## src/rtl/host_cmd_seq.sv

```systemverilog
// host_cmd_seq: hardware command sequencer for the host side of the comm link.
// Runs a CMD_ACK write, a spaced/limited status POLL, or a fixed-length DUMP
// through the comm master handshake (host_cmd/send_cmd/cmd_sent,
// resp/resp_rdy/clr_resp_rdy) and reports completion via done/err_code.
// Control: start, op, cmd, poll_mask in; busy, done, err_code, last_resp out.
// Dump stream: dump_data, dump_vld, dump_cnt out.
module host_cmd_seq #(
  parameter int unsigned DUMP_DEPTH   = 384,
  parameter int unsigned POLL_GAP     = 800,
  parameter int unsigned POLL_MAX     = 200,
  parameter int unsigned RESP_TIMEOUT = 6000,
  parameter logic [7:0]  ACK          = 8'hA5,
  localparam int unsigned DCW = $clog2(DUMP_DEPTH + 1)
) (
  input  logic           clk,
  input  logic           RST_n,
  input  logic           start,
  input  logic [1:0]     op,
  input  logic [15:0]    cmd,
  input  logic [7:0]     poll_mask,
  output logic           busy,
  output logic           done,
  output logic [1:0]     err_code,
  output logic [7:0]     last_resp,
  output logic [7:0]     dump_data,
  output logic           dump_vld,
  output logic [DCW-1:0] dump_cnt,
  output logic [15:0]    host_cmd,
  output logic           send_cmd,
  input  logic           cmd_sent,
  input  logic [7:0]     resp,
  input  logic           resp_rdy,
  output logic           clr_resp_rdy
);

  localparam int unsigned GW = (POLL_GAP > 1)     ? $clog2(POLL_GAP)     : 1;
  localparam int unsigned TW = (RESP_TIMEOUT > 1) ? $clog2(RESP_TIMEOUT) : 1;
  localparam int unsigned PW = (POLL_MAX > 1)     ? $clog2(POLL_MAX)     : 1;

  typedef enum logic [2:0] {
    IDLE,
    GAP,
    SEND,
    WAIT_SENT,
    WAIT_RESP,
    ACCEPT
  } state_t;

  typedef enum logic [1:0] {
    OP_CMD_ACK = 2'b00,
    OP_POLL    = 2'b01,
    OP_DUMP    = 2'b10,
    OP_RSVD    = 2'b11
  } op_t;

  state_t        state;
  op_t           op_l;
  logic [15:0]   cmd_l;
  logic [7:0]    mask_l;
  logic [GW-1:0] gap_cnt;
  logic [TW-1:0] timer;
  logic [PW-1:0] poll_cnt;
  logic          sent_q;
  logic          sent_rise;
  logic          rdy_q;
  logic          rdy_rise;
  logic [7:0]    resp_q;

  always_ff @(posedge clk or negedge RST_n) begin
    if (!RST_n) begin
      state        <= IDLE;
      op_l         <= OP_CMD_ACK;
      cmd_l        <= '0;
      mask_l       <= '0;
      gap_cnt      <= '0;
      timer        <= '0;
      poll_cnt     <= '0;
      sent_q       <= 1'b0;
      sent_rise    <= 1'b0;
      rdy_q        <= 1'b0;
      rdy_rise     <= 1'b0;
      resp_q       <= '0;
      busy         <= 1'b0;
      done         <= 1'b0;
      err_code     <= '0;
      last_resp    <= '0;
      dump_data    <= '0;
      dump_vld     <= 1'b0;
      dump_cnt     <= '0;
      host_cmd     <= '0;
      send_cmd     <= 1'b0;
      clr_resp_rdy <= 1'b0;
    end else begin
      // Edges are registered here and acted on one cycle later, so a
      // response edge at cycle n yields ACCEPT outputs at n+2.
      sent_q    <= cmd_sent;
      sent_rise <= cmd_sent & ~sent_q;
      rdy_q     <= resp_rdy;
      rdy_rise  <= resp_rdy & ~rdy_q;
      resp_q    <= resp;

      send_cmd     <= 1'b0;
      clr_resp_rdy <= 1'b0;
      dump_vld     <= 1'b0;
      done         <= 1'b0;

      case (state)
        IDLE: begin
          if (start) begin
            op_l     <= op_t'(op);
            cmd_l    <= cmd;
            mask_l   <= poll_mask;
            busy     <= 1'b1;
            dump_cnt <= '0;
            poll_cnt <= '0;
            gap_cnt  <= '0;
            case (op_t'(op))
              OP_RSVD: state <= ACCEPT;
              OP_POLL: state <= GAP;
              default: state <= SEND;
            endcase
          end
        end

        GAP: begin
          if (gap_cnt == GW'(POLL_GAP - 1)) begin
            gap_cnt <= '0;
            state   <= SEND;
          end else begin
            gap_cnt <= gap_cnt + GW'(1);
          end
        end

        SEND: begin
          host_cmd <= cmd_l;
          send_cmd <= 1'b1;
          state    <= WAIT_SENT;
        end

        WAIT_SENT: begin
          if (sent_rise) begin
            timer <= '0;
            state <= WAIT_RESP;
          end
        end

        WAIT_RESP: begin
          // A response landing on the final timeout cycle still wins.
          if (rdy_rise) begin
            last_resp <= resp_q;
            state     <= ACCEPT;
          end else if (timer == TW'(RESP_TIMEOUT - 1)) begin
            done     <= 1'b1;
            busy     <= 1'b0;
            err_code <= 2'b10;
            state    <= IDLE;
          end else begin
            timer <= timer + TW'(1);
          end
        end

        ACCEPT: begin
          case (op_l)
            OP_RSVD: begin
              done     <= 1'b1;
              busy     <= 1'b0;
              err_code <= 2'b01;
              state    <= IDLE;
            end
            OP_CMD_ACK: begin
              clr_resp_rdy <= 1'b1;
              done         <= 1'b1;
              busy         <= 1'b0;
              err_code     <= (last_resp == ACK) ? 2'b00 : 2'b01;
              state        <= IDLE;
            end
            OP_POLL: begin
              clr_resp_rdy <= 1'b1;
              if ((last_resp & mask_l) != 8'h00) begin
                done     <= 1'b1;
                busy     <= 1'b0;
                err_code <= 2'b00;
                state    <= IDLE;
              end else if (poll_cnt == PW'(POLL_MAX - 1)) begin
                done     <= 1'b1;
                busy     <= 1'b0;
                err_code <= 2'b11;
                state    <= IDLE;
              end else begin
                poll_cnt <= poll_cnt + PW'(1);
                gap_cnt  <= '0;
                state    <= GAP;
              end
            end
            default: begin
              clr_resp_rdy <= 1'b1;
              dump_vld     <= 1'b1;
              dump_data    <= last_resp;
              dump_cnt     <= dump_cnt + DCW'(1);
              if (dump_cnt == DCW'(DUMP_DEPTH - 1)) begin
                done     <= 1'b1;
                busy     <= 1'b0;
                err_code <= 2'b00;
                state    <= IDLE;
              end else begin
                timer <= '0;
                state <= WAIT_RESP;
              end
            end
          endcase
        end

        default: state <= IDLE;
      endcase
    end
  end

endmodule

```

## config.mk

```make
export PLATFORM = sky130hd
export DESIGN_NAME = host_cmd_seq
export DESIGN_NICKNAME = d
export VERILOG_FILES = /design/src/rtl/host_cmd_seq.sv
export SDC_FILE = /design/constraint.sdc
export NUM_CORES = 1
export LEC_CHECK = 0
export CORE_MARGIN = 1
export CORE_UTILIZATION = 45
export CTS_BUF_LIST = sky130_fd_sc_hd__clkbuf_4
export CTS_CLUSTER_SIZE = 40
export DETAILED_ROUTE_END_ITERATION = 12
export PLACE_DENSITY = 0.69
export SKIP_LAST_GASP = 1
export SLEW_MARGIN = 0
export SYNTH_ARGS = -nofsm -noshare
export SYNTH_HDL_FRONTEND = slang
export SYNTH_SLANG_ARGS = --single-unit
```

## constraint.sdc

```tcl
create_clock -name clk -period 4.65 [get_ports clk]
set_input_delay 0.93 -clock clk [delete_from_list [all_inputs] [get_ports clk]]
set_output_delay 0.93 -clock clk [all_outputs]
set_load 0.02 [all_outputs]
```

==> impl_metrics.csv, run 1 <==
group,metric,value,unit
synth,syn_area_per_cell,10.5,um^2
synth,synthTopCellsByArea,"dfrtp_1, nand2_1, mux2_2, o21ai_0, a21oi_1",
clock_tree,clk_pin_slew_worst_paths,0.10,ns
timing,tns,0,ns
power,leakage,0.00295,uW
setup_path,cp.required,5.12,ns
die,fp.dieW,112,um
synth,yosysTopAreaCell,"dfrtp_1",
place,place.gp.congestion,0.787,
synth,netlist-cell-type-count,66,
clock_tree,cts_resized,0,
synth,ys.warnings.count,0,
power,power_density,570,mW/mm^2
die,die-area,0.0124,mm^2
timing,finalSetupViolations,0,
power,power_frac_seq,42.6,%
timing,tightest_slew,1.11,ns
timing,final_hold_viol_count,0,
synth,synth_cells,514,
clock_tree,cts_buffers,17,
setup_path,critPathKind,"in2reg",
clock_tree,insertion_delay,0.55,ns
power,p_sw_share,37.3,%
cells_and_area,ff_latch_area,0.00300,mm^2
die,initial_core_util,46.7,%
cells_and_area,final_cells,761,
timing,timing.fmax,0.379,GHz
die,rows,39,
setup_path,cp-start-kind,"input pin",
global_routing,first_global_vias,4165,
detailed_routing,num_vias,4132,
global_routing,antenna_found_initial,0,
setup_path,path_max_fanout,12,
synth,yosysSeqAreaShare,55.6,%
run,cap_viol_max_count,0,
place,dp_cells,729,
synth,synth-main-ff-cell,"dfrtp_1",
die,die_h,112,um
clock_tree,htreeDepth,4,
clock_tree,postCtsHoldBufs,0,
power,ir_worst_vdd,0.000369,V
setup_path,slowest_stage,"clkdlybuf4s50_1",
setup_path,arrival,3.11,ns
global_routing,grt_pass1_wl,20000,um
power,clkPwrFrac,20.6,%
timing,slew_headroom,26.0,%
global_routing,overflow,0,
hold_path,hold_path_class,"reg2reg",
timing,rsz0062_at_grt,"false",
cells_and_area,final_cell_mix,"dfrtp_1, nand2_1, clkdlybuf4s50_1",
cells_and_area,layout-drive-gt1-share,14.7,%
cells_and_area,multi_input_area,0.00228,mm^2
detailed_routing,first_iter_violations,132,
detailed_routing,ant_nets,0,
cells_and_area,final_nets,652,
clock_tree,cts_sinks,120,
die,ios,87,
power,p_comb_share,36.8,%
timing,fin_crit_sh,56.8,%
setup_path,max_stage_delay,0.53,ns
setup_path,path_cells,"clkdlybuf4s50_1 -> or3b_4 -> nand2_1 -> nand2_1 -> or3_1 -> or3_1 -> a21oi_1",
synth,synth_top_area_share,55.6,%
synth,synth_area,0.00540,mm^2
synth,async_flop_share,100,%
die,design.core.area,0.0116,mm^2
place,port_buffers,86,
timing,drv_slew,0,
detailed_routing,dr.pass1.iters,8,
synth,synth_edf_count,0,
clock_tree,cts-root-buf,"clkbuf_4",
setup_path,end_kind,"flop",
detailed_routing,wl_per_cell,15.4,um
cells_and_area,nFillCells,1011,
place,dpl.hpwl,8070,um
cells_and_area,area_growth,23.9,%
status,violations,"design-rule violations",
detailed_routing,routed_via_density,5.43,
status,outcome,"finished with violations",
synth,synth_nets,561,
timing,final.min_clock_period,2.64,ns
synth,ys_seq_elements,120,
cells_and_area,antenna_cells,0,
timing,clock_skew,0.0164,ns
detailed_routing,drc,2,
clock_tree,post-cts-setup-buffers,0,
clock_tree,cts_tree,"built",
global_routing,grt_start_max_net_pins,61,
power,power.internal,2390,uW
global_routing,grt_usage,20.4,%
power,p_sw,1420,uW
clock_tree,cts_max_path_buffers,2,
detailed_routing,wirelength,11700,um
cells_and_area,final_common_cell,"dfrtp_1",
[critical path, delay by kind of cell]
family | cells | cell delay, ns
AOI/OAI and AO/OA | 1 | 0.15
buffers and inverters | 1 | 0.53
and+or+nand+nor | 5 | 1.50
[synth_stat cells (all sizes together) (8+ instances only)]
cell	instances
a21oi	24
a31oi	8
clkbuf	11
nor2b	8
dfrtp	120
ha	8
nor2	30
nor3	9
nand3	16
mux2	34
o21ai	32
nand2	108
inv	9
nand4	9
[area by class of cell]
cell class	count	share of cell area (%)
tap	143	2.68
timing repair buffer	90	13.3
clock buffer	17	1.91
sequential	120	44.9
inverter	9	0.505
clock inverter	15	2.62
multi-input combinational	367	34.1
[power groups by stage]
stage          Sequential, uW  Clock [uW]  Combinational, uW
6_report                 1620         786               1400
3_3_place_gp             1640           0               1380
5_1_grt                  1680         858               1540
2_1_floorplan            1730           0                754
4_1_cts                  1620         811               1420
3_5_place_dp             1640           0               1410
[registers in the layout (all words and copies together), names as in the netlist, 8 cells and up]
name       count
cmd_l         16
dump_cnt       9
dump_data      8
gap_cnt       10
host_cmd      16
last_resp      8
mask_l         8
poll_cnt       8
resp_q         8
timer         13
[worst paths after layout]
kind                           from          end  slack, ns  depth (start not counted)
min                           rdy_q     rdy_rise       0.41                          1
min in group asynchronous     RST_n  dump_cnt[6]       0.45                          1
max in group asynchronous     RST_n     cmd_l[2]       3.28                          2
max                           start  poll_cnt[5]       2.01                          7
max reg2reg                state[2]     timer[6]       2.25                          5
min reg2reg                   rdy_q     rdy_rise       0.41                          1
[metal layers]
layer / wire [um] / vias up / global-route usage (%)
met2: 5570 / 93 / 32.8
met3: 608 / 17 / 6.37
met5: 0 / - / 0
met4: 175 / 0 / 7.75
met1: 5350 / 2014 / 26.0
li1: - / 2008 / -
[per-stage QoR]
| stage | utilization [%] | hold WS [ns] | setup slack [ns] | total power, uW | area, um^2 |
|---|---|---|---|---|---|
| final | 57.8 | 0.413 | 2.01 | 3810 | 6690 |
| after global routing | 57.8 | 0.417 | 1.97 | 4070 | 6690 |
| after CTS | 57.8 | 0.413 | 2.02 | 3850 | 6690 |
| after detailed placement | 55.2 | 0.391 | 1.48 | 3060 | 6380 |
| after global placement | 55.2 | 0.390 | 1.55 | 3010 | 6380 |
| after floorplan | - | 0.378 | 2.34 | 2490 | 5400 |
[logic make-up after synthesis]
family	Yosys count	share of synthesized area, %
fa+ha+maj	8	1.85
xor+xnor	6	0.974
flops	120	55.6
compound gates	100	12.2
mux	35	7.28
buf+inv	27	2.18
simple gates	218	19.8
Note: power is estimated with default switching activity, not from simulation.
==> run 2: changes to the inputs <==
- PLACE_DENSITY: 0.69 -> 0.72
- clock period: 4.65 -> 2.3 ns (I/O delays scaled with it)
==> run 2 against run 1 <==
Compared with the run above:
- the flow still finishes with violations (design-rule violations)
- routed wire length rose by 5.1%
- die area did not move
- critical path depth shrank 1
- register-to-register slack got worse by 2.1 ns
- critical path type is now reg2reg
- critical endpoint is now poll_cnt[6]
- clock skew fell by 0.0014 ns
- global-route usage is 0.89 points higher
- worst hold slack got worse by 0.079 ns
- sequential share of layout area down 1.9 points
- non-clock buffer count increased by 23
- utilization rose by 2.6 points
- sequential cell count did not move
==> impl_metrics.csv, run 2 (synthesis results as in run 1) <==
group,metric,value,unit
die,design.core.area,0.0116,mm^2
global_routing,grt_usage,21.3,%
global_routing,first_global_vias,4320,
global_routing,antenna_found_initial,0,
clock_tree,htreeDepth,4,
setup_path,cp-start-kind,"flop",
setup_path,startpoint,"last_resp[0]",
place,place.gp.congestion,0.823,
timing,drv_slew,0,
cells_and_area,final_cells,784,
place,port_buffers,86,
cells_and_area,layout-drive-gt1-share,17.8,%
die,die_h,112,um
die,ios,87,
detailed_routing,routed_via_density,5.49,
timing,timing.fmax,0.458,GHz
setup_path,cp_num_buf_inv,0,
setup_path,end_kind,"flop",
cells_and_area,final_core_util,60.4,%
cells_and_area,final_common_cell,"dfrtp_1",
timing,clock_skew,0.0150,ns
power,ir_worst_vdd,0.000772,V
timing,finalSetupViolations,0,
cells_and_area,nFillCells,966,
die,initial_core_util,46.7,%
detailed_routing,first_iter_violations,244,
place,dp_cells,750,
power,leakage,0.00310,uW
cells_and_area,final_nets,675,
detailed_routing,num_vias,4306,
timing,fin_crit_sh,95.0,%
hold_path,hold_path_class,"in2reg",
place,dpl.hpwl,8590,um
place,pre_cts_slack,-0.154,ns
setup_path,reg2reg_from,"last_resp[0]",
clock_tree,cts_buffers,17,
setup_path,slowest_stage,"or4_1",
die,die-area,0.0124,mm^2
detailed_routing,dr.pass1.iters,9,
status,outcome,"finished with violations",
timing,final_hold_viol_count,0,
detailed_routing,drc,2,
status,violations,"design-rule violations",
hold_path,min-delay-start,"resp[7]",
clock_tree,cts_max_path_buffers,2,
timing,final.min_clock_period,2.19,ns
setup_path,arrival,2.67,ns
global_routing,grt_start_max_net_pins,47,
cells_and_area,final_cell_mix,"dfrtp_1, nand2_1, clkdlybuf4s50_1",
setup_path,path_delay_family,"simple AND/OR/NAND/NOR gates",
setup_path,path_max_fanout,14,
clock_tree,cts_tree,"built",
clock_tree,insertion_delay,0.55,ns
global_routing,grt_pass1_wl,20700,um
run,cap_viol_max_count,0,
clock_tree,cts_sinks,120,
detailed_routing,wirelength,12300,um
cells_and_area,area_growth,29.4,%
timing,rsz0062_at_grt,"true",
power,power_density,1180,mW/mm^2
setup_path,cp.required,2.78,ns
setup_path,path_cells,"a22o_1 -> a221oi_4 -> and4_4 -> a21oi_4 -> or4_1 -> a21oi_1",
timing,layout_setup_ws,0.114,ns
timing,slew_headroom,52.0,%
setup_path,critPathKind,"reg2reg",
cells_and_area,largestRegisters,"cmd_l x16, host_cmd x16, timer x13",
timing,tightest_slew,0.711,ns
clock_tree,cts-root-buf,"clkbuf_4",
die,rows,39,
detailed_routing,wl_per_cell,15.7,um
clock_tree,clk_pin_slew_worst_paths,0.12,ns
setup_path,max_stage_delay,0.52,ns
detailed_routing,ant_nets,0,
cells_and_area,antenna_cells,0,
die,fp.dieW,112,um
global_routing,overflow,0,
==> run 2: metal layers <==
layer	share of wire (%)	vias up	track usage, %
li1	-	2061	-
met1	44	2120	26.4
met2	48	111	34.4
met3	6.2	14	7.95
met4	1.2	0	7.21
met5	0	-	0
==> run 2: area by class of cell <==
cell class	count	area [um^2]	share of cell area [%]
sequential	120	3000	43.0
multi-input combinational	367	2310	33.0
timing repair buffer	113	1110	15.9
clock inverter	15	221	3.17
tap	143	179	2.56
clock buffer	17	128	1.83
inverter	9	33.8	0.484
==> run 2: worst paths after layout <==
check	slack, ns	endpoint	cells after the start
min	0.33	resp_q[7]	1
max	0.11	poll_cnt[6]	6
min reg2reg	0.39	rdy_rise	1
max in group asynchronous	1.29	host_cmd[0]	3
min in group asynchronous	0.40	dump_cnt[4]	2
max reg2reg	0.11	poll_cnt[6]	6
==> run 2: metrics by stage <==
step / hold slack (ns) / TNS [ns] / total power, uW / cell area, um^2
floorplan: 0.164 / 0 / 5030 / 5400
global placement: 0.386 / -0.398 / 6250 / 6590
detailed placement: 0.389 / -0.758 / 6380 / 6590
CTS: 0.300 / 0 / 8270 / 6970
global route: 0.270 / -0.00448 / 8720 / 6980
finish: 0.334 / 0 / 8220 / 6980
==> run 2: where the power goes <==
group | switching, uW | internal (uW) | total (uW)
clock network | 855 | 977 | 1830
logic | 1630 | 1490 | 3130
registers | 518 | 2740 | 3260
==> run 2: repair_timing <==
item / CTS / global route
endpoints found under the setup margin: 3 / 2
endpoints found under the hold margin: 33 / 0
hold buffers: 1 / 0
gates resized for setup: 2 / 2
setup buffers: 0 / 1
gates cloned: 0 / 0
==> run 2: worst register-to-register path: stages, from the launching register on <==
cell	delay, ns
dfrtp_1	0.45
a22o_1	0.28
a221oi_4	0.26
and4_4	0.32
a21oi_4	0.12
or4_1	0.52
a21oi_1	0.17
==> run 3: changes to the inputs <==
--- a/config.mk
+++ b/config.mk
@@ -7,3 +7,3 @@
 export LEC_CHECK = 0
-export CORE_MARGIN = 1
+export CAP_MARGIN = 10
 export CORE_UTILIZATION = 45
==> constraint.sdc (replaced) <==
create_clock -name clk -period 2.3 [get_ports clk]
set_input_delay 0.345 -clock clk [delete_from_list [all_inputs] [get_ports clk]]
set_output_delay 0.345 -clock clk [all_outputs]
set_load 0.02 [all_outputs]
==> run 3 against run 2 <==
Compared with the run above:
- the run still ends with design-rule violations left
- register-to-register slack better by 0.02 ns
- sequential cell count unchanged
- non-clock buffer count up 3
- critical path depth unchanged
- largest cell class unchanged
==> impl_metrics.csv, run 3 (synthesis results as in run 1) <==
group,metric,value,unit
detailed_routing,drc,4,
setup_path,slowest_stage,"or4_4",
power,leakage,0.00305,uW
timing,slew_headroom,62.7,%
clock_tree,cts_buffers,17,
timing,final_hold_viol_count,0,
cells_and_area,nFillCells,973,
clock_tree,cts_max_path_buffers,2,
cells_and_area,antenna_cells,0,
detailed_routing,dr.pass1.iters,11,
detailed_routing,ant_nets,0,
run,cap_viol_max_count,0,
global_routing,grt_pass1_wl,21300,um
setup_path,startpoint,"timer[7]",
timing,finalSetupViolations,0,
setup_path,end_kind,"flop",
setup_path,cp_num_buf_inv,0,
die,die-area,0.0124,mm^2
die,design.core.area,0.0116,mm^2
setup_path,path_delay_family,"simple AND/OR/NAND/NOR gates",
place,dpl.hpwl,8660,um
power,ir_worst_vdd,0.000821,V
setup_path,max_stage_delay,0.49,ns
hold_path,min-delay-start,"resp[0]",
global_routing,grt_usage,21.9,%
cells_and_area,final_common_cell,"dfrtp_1",
setup_path,cp.required,2.73,ns
detailed_routing,wl_per_cell,15.8,um
cells_and_area,final_nets,678,
setup_path,ff2ff_path_depth,6,
die,die_h,112,um
setup_path,cp-start-kind,"flop",
power,power_density,1120,mW/mm^2
hold_path,whs_endpoint,"resp_q[0]",
place,place.gp.congestion,0.820,
status,outcome,"finished with violations",
global_routing,antenna_found_initial,0,
setup_path,reg2reg_slack,0.14,ns
timing,tns,0,ns
clock_tree,clk_pin_slew_worst_paths,0.11,ns
die,fp.dieW,112,um
die,initial_core_util,46.7,%
timing,timing.fmax,0.462,GHz
timing,final.min_clock_period,2.16,ns
hold_path,hold_path_class,"in2reg",
detailed_routing,wirelength,12400,um
hold_path,hold_depth,1,
clock_tree,cts-root-buf,"clkbuf_4",
cells_and_area,final_cell_mix,"dfrtp_1, nand2_1, clkdlybuf4s50_1",
die,rows,39,
global_routing,grt_start_max_net_pins,42,
detailed_routing,routed_via_density,5.46,
die,ios,87,
global_routing,overflow,0,
detailed_routing,num_vias,4294,
setup_path,reg2reg_to,"err_code[0]",
place,pre_cts_slack,-0.0380,ns
setup_path,arrival,2.59,ns
clock_tree,htreeDepth,4,
timing,fin_crit_sh,94.1,%
clock_tree,insertion_delay,0.53,ns
timing,clock_skew,0.0143,ns
detailed_routing,first_iter_violations,247,
place,port_buffers,86,
cells_and_area,layout-drive-gt1-share,18.0,%
cells_and_area,largestRegisters,"cmd_l x16, host_cmd x16, timer x13",
setup_path,critPathKind,"reg2reg",
timing,layout_setup_ws,0.136,ns
setup_path,path_cells,"or3b_1 -> or4_4 -> nor3_4 -> a21oi_2 -> nor3_2 -> mux2_1",
setup_path,path_max_fanout,7,
timing,drv_slew,0,
clock_tree,cts_sinks,120,
timing,tightest_slew,0.560,ns
status,violations,"design-rule violations",
cells_and_area,area_growth,27.6,%
setup_path,reg2reg_from,"timer[7]",
clock_tree,cts_tree,"built",
global_routing,first_global_vias,4398,
==> run 3: how the worst max path moves through the flow <==
stage                       end  cells past startpoint
floorplan           err_code[0]                      6
global placement    poll_cnt[5]                      7
detailed placement  dump_cnt[7]                      7
CTS                 poll_cnt[6]                      6
global route        poll_cnt[4]                      6
finish              err_code[0]                      6
==> run 3: timing repair <==
item / 4_1_cts / 5_1_grt
setup buffers: 0 / 3
hold buffers: 1 / 0
endpoints found under the hold margin: 37 / 0
resized for setup: 0 / 3
endpoints found under the setup margin: 0 / 12
==> run 3: power by group <==
part / internal, uW / switching (uW)
logic: 1490 / 1620
clock network: 562 / 810
registers: 2740 / 501
total: 4800 / 2930
==> run 3: layer usage <==
| metal | GRT usage, % | routed length [um] |
|---|---|---|
| met1 | 27.7 | 5580 |
| met2 | 34.5 | 5860 |
| met5 | 0 | 0 |
| met4 | 7.12 | 175 |
| met3 | 8.44 | 826 |
==> run 3: stage by stage <==
stage / area (um^2) / util (%) / hold WS (ns) / total power, uW / cells
CTS: 6840 / 59.1 / 0.184 / 7740 / 784
global placement: 6570 / 56.8 / 0.364 / 6230 / 751
finish: 6890 / 59.5 / 0.235 / 7730 / 787
detailed placement: 6570 / 56.8 / 0.368 / 6340 / 751
global route: 6890 / 59.5 / 0.172 / 8280 / 787
floorplan: 5400 / - / 0.0494 / 5030 / 514
==> run 3: final cells by class <==
class / instances / area, um^2 / share of cell area (%)
Clock buffer: 20 / 150 / 2.18
Timing Repair Buffer: 116 / 1110 / 16.1
Tap cell: 143 / 179 / 2.60
Clock inverter: 12 / 104 / 1.51
Multi-Input combinational cell: 367 / 2310 / 33.5
Sequential cell: 120 / 3000 / 43.6
Inverter: 9 / 33.8 / 0.491
